`config.mk`:
```
export PLATFORM = sky130hd
export DESIGN_NAME = tone_sequencer
export DESIGN_NICKNAME = d
export VERILOG_FILES = /design/src/rtl/tone_sequencer.sv
export SDC_FILE = /design/constraint.sdc
export NUM_CORES = 1
export LEC_CHECK = 0
export CAP_MARGIN = 10
export CORE_MARGIN = 4
export CORE_UTILIZATION = 30
export DETAILED_ROUTE_END_ITERATION = 10
export PLACE_DENSITY_LB_ADDON = 0.08
export SKIP_LAST_GASP = 1
export SYNTH_ARGS = -nofsm -noshare
export SYNTH_HDL_FRONTEND = slang
export SYNTH_SLANG_ARGS = --single-unit
```
`constraint.sdc`:
```
create_clock -name clock -period 2.65 [get_ports clock]
set_input_delay 0.3975 -clock clock [delete_from_list [all_inputs] [get_ports clock]]
set_output_delay 0.3975 -clock clock [all_outputs]
set_load 0.02 [all_outputs]
```
`src/rtl/tone_sequencer.sv`:
```
// Plays up to sixteen 2-bit colour tones, each followed by a silent gap, driving an audio latch.
// Defining TONE_SEQ_ABORT_EN adds the abort input that cuts a running sequence short.
module tone_sequencer #(
    parameter int unsigned TONE_CYCLES = 25000000,
    parameter int unsigned GAP_CYCLES  = 12500000
) (
    input  logic        clock,
    input  logic        resetn,
    input  logic        start,
    input  logic [4:0]  seq_len,
    input  logic [31:0] seq_data,
`ifdef TONE_SEQ_ABORT_EN
    input  logic        abort,
`endif
    output logic        play_audio,
    output logic [1:0]  color,
    output logic        on_off,
    output logic        busy,
    output logic [3:0]  tone_idx,
    output logic        done
);

    localparam logic [24:0] ToneLast = 25'(TONE_CYCLES - 1);
    localparam logic [24:0] GapLast  = 25'(GAP_CYCLES - 1);

    typedef enum logic [1:0] {
        StIdle,
        StTone,
        StGap
    } state_e;

    state_e      state_q, state_d;
    logic [24:0] cnt_q, cnt_d;
    logic [3:0]  idx_q, idx_d;
    logic [3:0]  last_q, last_d;
    logic [31:0] data_q, data_d;
    logic [1:0]  color_q, color_d;
    logic        on_q, on_d;
    logic        play_q, play_d;
    logic        busy_q, busy_d;
    logic        done_q, done_d;
    logic        silenced_q, silenced_d;

    logic        abort_req;
    logic [3:0]  next_idx;
    logic [3:0]  len_last;

`ifdef TONE_SEQ_ABORT_EN
    assign abort_req = abort && (state_q != StIdle);
`else
    assign abort_req = 1'b0;
`endif

    assign next_idx = idx_q + 4'd1;
    // Only used when seq_len is nonzero; lengths above 16 saturate to index 15
    assign len_last = (seq_len > 5'd16) ? 4'd15 : 4'(seq_len - 5'd1);

    always_comb begin
        state_d    = state_q;
        cnt_d      = cnt_q;
        idx_d      = idx_q;
        last_d     = last_q;
        data_d     = data_q;
        color_d    = color_q;
        on_d       = on_q;
        busy_d     = busy_q;
        play_d     = 1'b0;
        done_d     = 1'b0;
        silenced_d = 1'b1;

        if (!silenced_q) begin
            // First edge out of reset: force the downstream latch silent, start is ignored
            play_d = 1'b1;
            on_d   = 1'b0;
        end else if (abort_req) begin
            state_d = StIdle;
            cnt_d   = '0;
            busy_d  = 1'b0;
            play_d  = 1'b1;
            on_d    = 1'b0;
        end else begin
            unique case (state_q)
                StIdle: begin
                    if (start && (seq_len != 5'd0)) begin
                        state_d = StTone;
                        cnt_d   = '0;
                        idx_d   = '0;
                        last_d  = len_last;
                        data_d  = seq_data;
                        color_d = seq_data[1:0];
                        on_d    = 1'b1;
                        play_d  = 1'b1;
                        busy_d  = 1'b1;
                    end
                end
                StTone: begin
                    if (cnt_q == ToneLast) begin
                        state_d = StGap;
                        cnt_d   = '0;
                        play_d  = 1'b1;
                        on_d    = 1'b0;
                    end else begin
                        cnt_d = cnt_q + 25'd1;
                    end
                end
                StGap: begin
                    if (cnt_q == GapLast) begin
                        cnt_d = '0;
                        if (idx_q == last_q) begin
                            state_d = StIdle;
                            busy_d  = 1'b0;
                            done_d  = 1'b1;
                        end else begin
                            state_d = StTone;
                            idx_d   = next_idx;
                            color_d = data_q[{next_idx, 1'b0} +: 2];
                            on_d    = 1'b1;
                            play_d  = 1'b1;
                        end
                    end else begin
                        cnt_d = cnt_q + 25'd1;
                    end
                end
                default: begin
                    state_d = StIdle;
                end
            endcase
        end
    end

    always_ff @(posedge clock) begin
        if (!resetn) begin
            state_q    <= StIdle;
            cnt_q      <= '0;
            idx_q      <= '0;
            last_q     <= '0;
            data_q     <= '0;
            color_q    <= '0;
            on_q       <= 1'b0;
            play_q     <= 1'b0;
            busy_q     <= 1'b0;
            done_q     <= 1'b0;
            silenced_q <= 1'b0;
        end else begin
            state_q    <= state_d;
            cnt_q      <= cnt_d;
            idx_q      <= idx_d;
            last_q     <= last_d;
            data_q     <= data_d;
            color_q    <= color_d;
            on_q       <= on_d;
            play_q     <= play_d;
            busy_q     <= busy_d;
            done_q     <= done_d;
            silenced_q <= silenced_d;
        end
    end

    assign play_audio = play_q;
    assign color      = color_q;
    assign on_off     = on_q;
    assign busy       = busy_q;
    assign tone_idx   = idx_q;
    assign done       = done_q;

endmodule
```
# Word-level counts from Yosys, hierarchy flattened
# Cells that the tools add are included.
# Widths: inputs -> output; s select.
# classes
n_lt_le_gt_ge	1
shift	1
n_mux	34
n_eq_ne	10
add_sub_neg	3
reduce_logical	13
# op_table
op	count
$mux 25	3
$pmux 25 s3	1
$shiftx 32x6->2	1
$add 25x1->25 const B	1
$eq 25x24->1 const B	1
$eq 25x25->1 const B	1
$mux 4	4
$reduce_and 5->1	3
$mux 1	14
$mux 2	6
$ne 2x2->1 const B	5
$pmux 4 s2	1
$reduce_and 4->1	2
$pmux 1 s3	2
$pmux 2 s3	1
$reduce_and 3->1	2
$gt 5x5->1 const B	1
$reduce_bool 5->1	1
$add 4x1->4 const B	1
$eq 4x4->1	1
$pmux 2 s2	1
$sub 4x1->4 const B	1
$reduce_bool 3->1	1
$eq 2x1->1 const B	1
6 further kinds	6
# word_totals
output_inout_bits	10
inputBits	40
register_bits	74

# Depth between registers and ports, before layout
# depth
word_depth	5
ltp_mapped	10
ltp_nobuf	8

# Worst setup path after synthesis
# OpenSTA, ideal clock, no wires.
# synth_timing
path_kind	input to register
from	input seq_len[0]
to	register state_q[0]
n_path_buf	0
arrival_ns	2.152
path_slack_ns	0.428
setup_time_ns	0.070
stages	8
required_time_ns	2.580
cell_sequence	inv_1 -> ha_1 -> nor4b_1 -> o21ai_0 -> nand2_1 -> or3_4 -> or3_1 -> a21boi_1
# synth_between
elab_chain_len	4
# synth_lines
element	line_no	text
start: declaration	10	input logic [4:0] seq_len,
$reduce_bool 5->1	84	if (start && (seq_len != 5'd0)) begin
$logic_and 1x1->1	84	
$ne 2x2->1 (no source line)	--	
$reduce_and 4->1 (no source line)	--	
end signal: assignment	133	state_q <= StIdle;
end signal: assignment	145	state_q <= state_d;
end: declaration	32	state_e state_q, state_d;
# No other way between the ends.
# A chain may end at the register's enable or synchronous reset.

# Worst setup path after layout
# layout_timing
from	register cnt_q[0]
to	register state_q[0]
# layout_between
elab_chain_len	3
# layout_lines
element	line_no	text
start: declaration	33	logic [24:0] cnt_q, cnt_d;
start signal: assignment	146	cnt_q <= cnt_d;
$eq 25x24->1 or $eq 25x25->1 (tied branches)	107, 97	
$ne 2x2->1 (no source line)	--	
$reduce_and 4->1 (no source line) *	--	
# Every way passes the cells marked *; elsewhere a longest branch is shown, timed or not.

==> results.py <==
metrics = {
    "outcome": {
        "run_status": "finished, final reports clean",
    },
    "floorplan": {
        "top_level_ports": 50,
        "die_w_um": 118,
        "initial_utilization": 0.312,
        "core.rowCount": 39,
        "area_enclosed_by_the_die_boundary_mm2": 0.0140,
        "die_y_um": 118,
        "core-area_mm2": 0.0117,
    },
    "power_and_ir_drop": {
        "post_route_total_power_mw": 2.69,
        "worst_ir_drop_vdd_mv": 0.259,
        "standby_leakage_power_nw": 1.69,
        "power.density_mw_per_mm2": 576,
    },
    "detailed_routing": {
        "wl_per_cell_um": 14.4,
        "drtPass1Iterations": 4,
        "detail_route.wirelength_um": 9010,
        "vias": 3096,
        "drtIter0Drc": 139,
        "post_route_antenna_net_violation_count": 0,
        "drc": 0,
        "routed_via_density": 4.95,
    },
    "critical_path": {
        "cp_startpoint_kind": "flip-flop",
        "cp_data_arrival_time_ps": 2660,
        "max_stage_delay_ps": 480,
        "critical_path_required_time_ps": 2920,
        "crit_path_end_kind": "flip-flop",
        "critical_path_class": "reg2reg",
        "worstReg2RegStart": "cnt_q[0]",
        "critical_path_cell_count": 7,
        "cpMaxStageDelayCell": "o41a_1",
        "reg2reg_slack_ps": 270,
        "critical_path.n_buffers_inverters": 0,
        "r2r_cells": 7,
        "critical_path.reg2reg.endpoint": "state_q[0]",
        "critPathMaxFanout": 5,
        "worst_path_dominant_cell_family": "simple AND/OR/NAND/NOR gates",
        "critical_path.cell_chain": "ha_1 -> and3_1 -> nand3_1 -> o41a_1 -> or3_4 -> or3_1 -> a21boi_1",
    },
    "synthesis": {
        "synth_top_cells_by_area": "dfxtp_1 41%, nand2_1 8.9%, a21boi_0 7.2%, mux4_2 5.0%, xnor2_1 4.3%",
        "synth-seq-cells": 74,
        "synth-seq-area-share": 0.407,
        "postSynth.asyncResetShare": 0,
        "synth-edff-count": 0,
        "post_synth_instance_area_mm2": 0.00364,
        "yosys_most_used_dff": "dfxtp_1",
        "synthesis.area_per_instance_um2": 8.66,
        "synth_cell_types": 50,
        "synth.net_count": 468,
        "synth.yosys.warnings": 0,
        "synth_largest_type_area_fraction": 0.407,
        "synth.largest_area_cell": "dfxtp_1",
        "synthCells": 420,
    },
    "finish": {
        "layout-drive-gt1-share": 0.0932,
        "syn_to_final_growth_pct": 28.7,
        "final_core_utilization": 0.401,
        "nets": 526,
        "post_layout_nonfiller_instances": 626,
        "number_of_filler_instances_in_the_final_layout": 1170,
        "antenna-diode-count": 0,
    },
    "job": {
        "cap_viol_max_count": 0,
    },
    "clock_network": {
        "cts.root.buffer_cell": "clkbuf_16",
        "cts_hold_repair_buffers": 0,
        "ctsResizeCount": 0,
        "tritoncts": "built",
        "cts_buffers": 9,
        "clock-sinks": 74,
        "cts_htree_levels": 3,
        "clock_latency_ps": 340,
        "cts-root-to-sink-buffers": 2,
        "path_clk_slew_ps": 60,
        "cts_post_setup_buffers_inserted": 0,
    },
    "global_route": {
        "global_route.usage.met3": 0.0274,
        "globalRoute.busiestLayer": "met2",
        "grt_util_met2": 0.219,
        "grt_pass1_wl_um": 15100,
        "first_global_vias": 3075,
        "antenna_violations_before_repair": 0,
        "total_grt_usage": 0.134,
        "met1_usage": 0.171,
        "grt_start_max_net_pins": 40,
        "grt.overflow.total": 0,
    },
    "worst_hold_path": {
        "worstHoldPathType": "reg2reg",
        "holdPathEnd": "data_q[24]",
        "hold_depth": 2,
        "hold_path.startpoint": "data_q[24]",
    },
    "timing": {
        "final.setup_skew_ps": 6.08,
        "worst-slew-pin-transition_ps": 568,
        "min_period_over_period": 0.899,
        "headroom_to_the_max_slew_limit": 0.620,
        "worst_hold_slack_ps": 460,
        "drv_slew": 0,
        "final.min_clock_period_ps": 2380,
        "final-hold-violation-count": 0,
        "finalSetupViolCount": 0,
        "grt_setup_unrepaired": "no",
        "max_freq_mhz": 420,
        "finalSetupTns_ps": 0,
    },
    "placed_design": {
        "numPlacedInstances": 610,
        "place_congestion": 0.813,
        "place_hpwl_um": 6390,
        "io_buffers": 49,
    },
}
cell families after synthesis:
family,count (synthesis),share of synthesized area
XOR/XNOR,22,0.0530
AO/OA/AOI/OAI,86,0.170
adder cells (fa/ha/maj),8,0.0275
AND/OR/NAND/NOR,190,0.252
multiplexers,12,0.0605
flip-flops,74,0.407
buffers and inverters,28,0.0296
power by group:
group | switching [mW] | internal [mW]
sequential | 0.0252 | 1.16
clock | 0.469 | 0.726
combinational | 0.154 | 0.163
cell usage in the layout, fill, tap and decap left out, drive strengths merged, types with 5 or more instances in the layout:
| master | netlist | routed |
|---|---|---|
| nand2 | 86 | 86 |
| dfxtp | 74 | 74 |
| clkdlybuf4s50 | 0 | 49 |
| nor2 | 36 | 36 |
| a21boi | 36 | 36 |
| xnor2 | 18 | 18 |
| buf | 2 | 16 |
| o21ai | 14 | 14 |
| nand3 | 13 | 13 |
| nand4 | 12 | 12 |
| clkbuf | 16 | 11 |
| inv | 10 | 10 |
| a22o | 9 | 9 |
| a21oi | 9 | 9 |
| mux4 | 8 | 8 |
| ha | 8 | 8 |
| nor2b | 6 | 6 |
| nor3 | 6 | 6 |
| and2 | 5 | 5 |
| o211a | 5 | 5 |
state kept, by name, summed over array words and instances (netlist names):
name / flops
busy: 1
play_audio: 1
data_q: 32
color: 2
cnt_q: 25
silenced_q: 1
on_off: 1
last_q: 4
state_q: 2
tone_idx: 4
done: 1
metrics by stage:
| stage | worst slack [ps] | area [µm²] |
|---|---|---|
| 2_1_floorplan | 428 | 3640 |
| 3_3_place_gp | 99.5 | 4390 |
| 3_5_place_dp | 56.7 | 4390 |
| 4_1_cts | 241 | 4680 |
| 5_1_grt | 55.9 | 4680 |
| 6_report | 267 | 4680 |
worst max path at each step:
stage / from / end / slack, ps
floorplan: seq_len[0] / state_q[0] / 430
global placement: seq_len[0] / cnt_q[8] / 100
detailed placement: seq_len[0] / cnt_q[4] / 60
CTS: cnt_q[0] / state_q[0] / 240
global route: cnt_q[0] / state_q[0] / 60
finish: cnt_q[0] / state_q[0] / 270
worst min-delay path: stages, from the launching register on:
cell and delay [ps]:
dfxtp_1 310, nand2_1 50, a21boi_0 60
layout make-up:
| class | instances | area [µm²] | share of cell area |
|---|---|---|---|
| clock inverters | 5 | 55.1 | 0.0118 |
| repair buffers | 65 | 648 | 0.138 |
| inverters | 10 | 37.5 | 0.00802 |
| clock buffers | 11 | 233 | 0.0497 |
| well taps | 143 | 179 | 0.0382 |
| flip-flops and latches | 74 | 1480 | 0.316 |
| multi-input cells | 318 | 2050 | 0.437 |
synth_stat cells, drive strengths merged, types with 5 or more instances:
cell / instances
xnor2: 18
dfxtp: 74
nand4: 12
clkbuf: 16
nor3: 6
o21ai: 14
a21oi: 9
inv: 10
nor2: 36
o211a: 5
nand3: 13
a22o: 9
and2: 5
nor2b: 6
mux4: 8
nand2: 86
ha: 8
a21boi: 36
per-layer routing:
layer  up-vias  wire, µm
met5         -         0
li1       1589         -
met2        55      4260
met4         0       180
met3        13       285
met1      1439      4280
(Power assumes the default switching activity.)
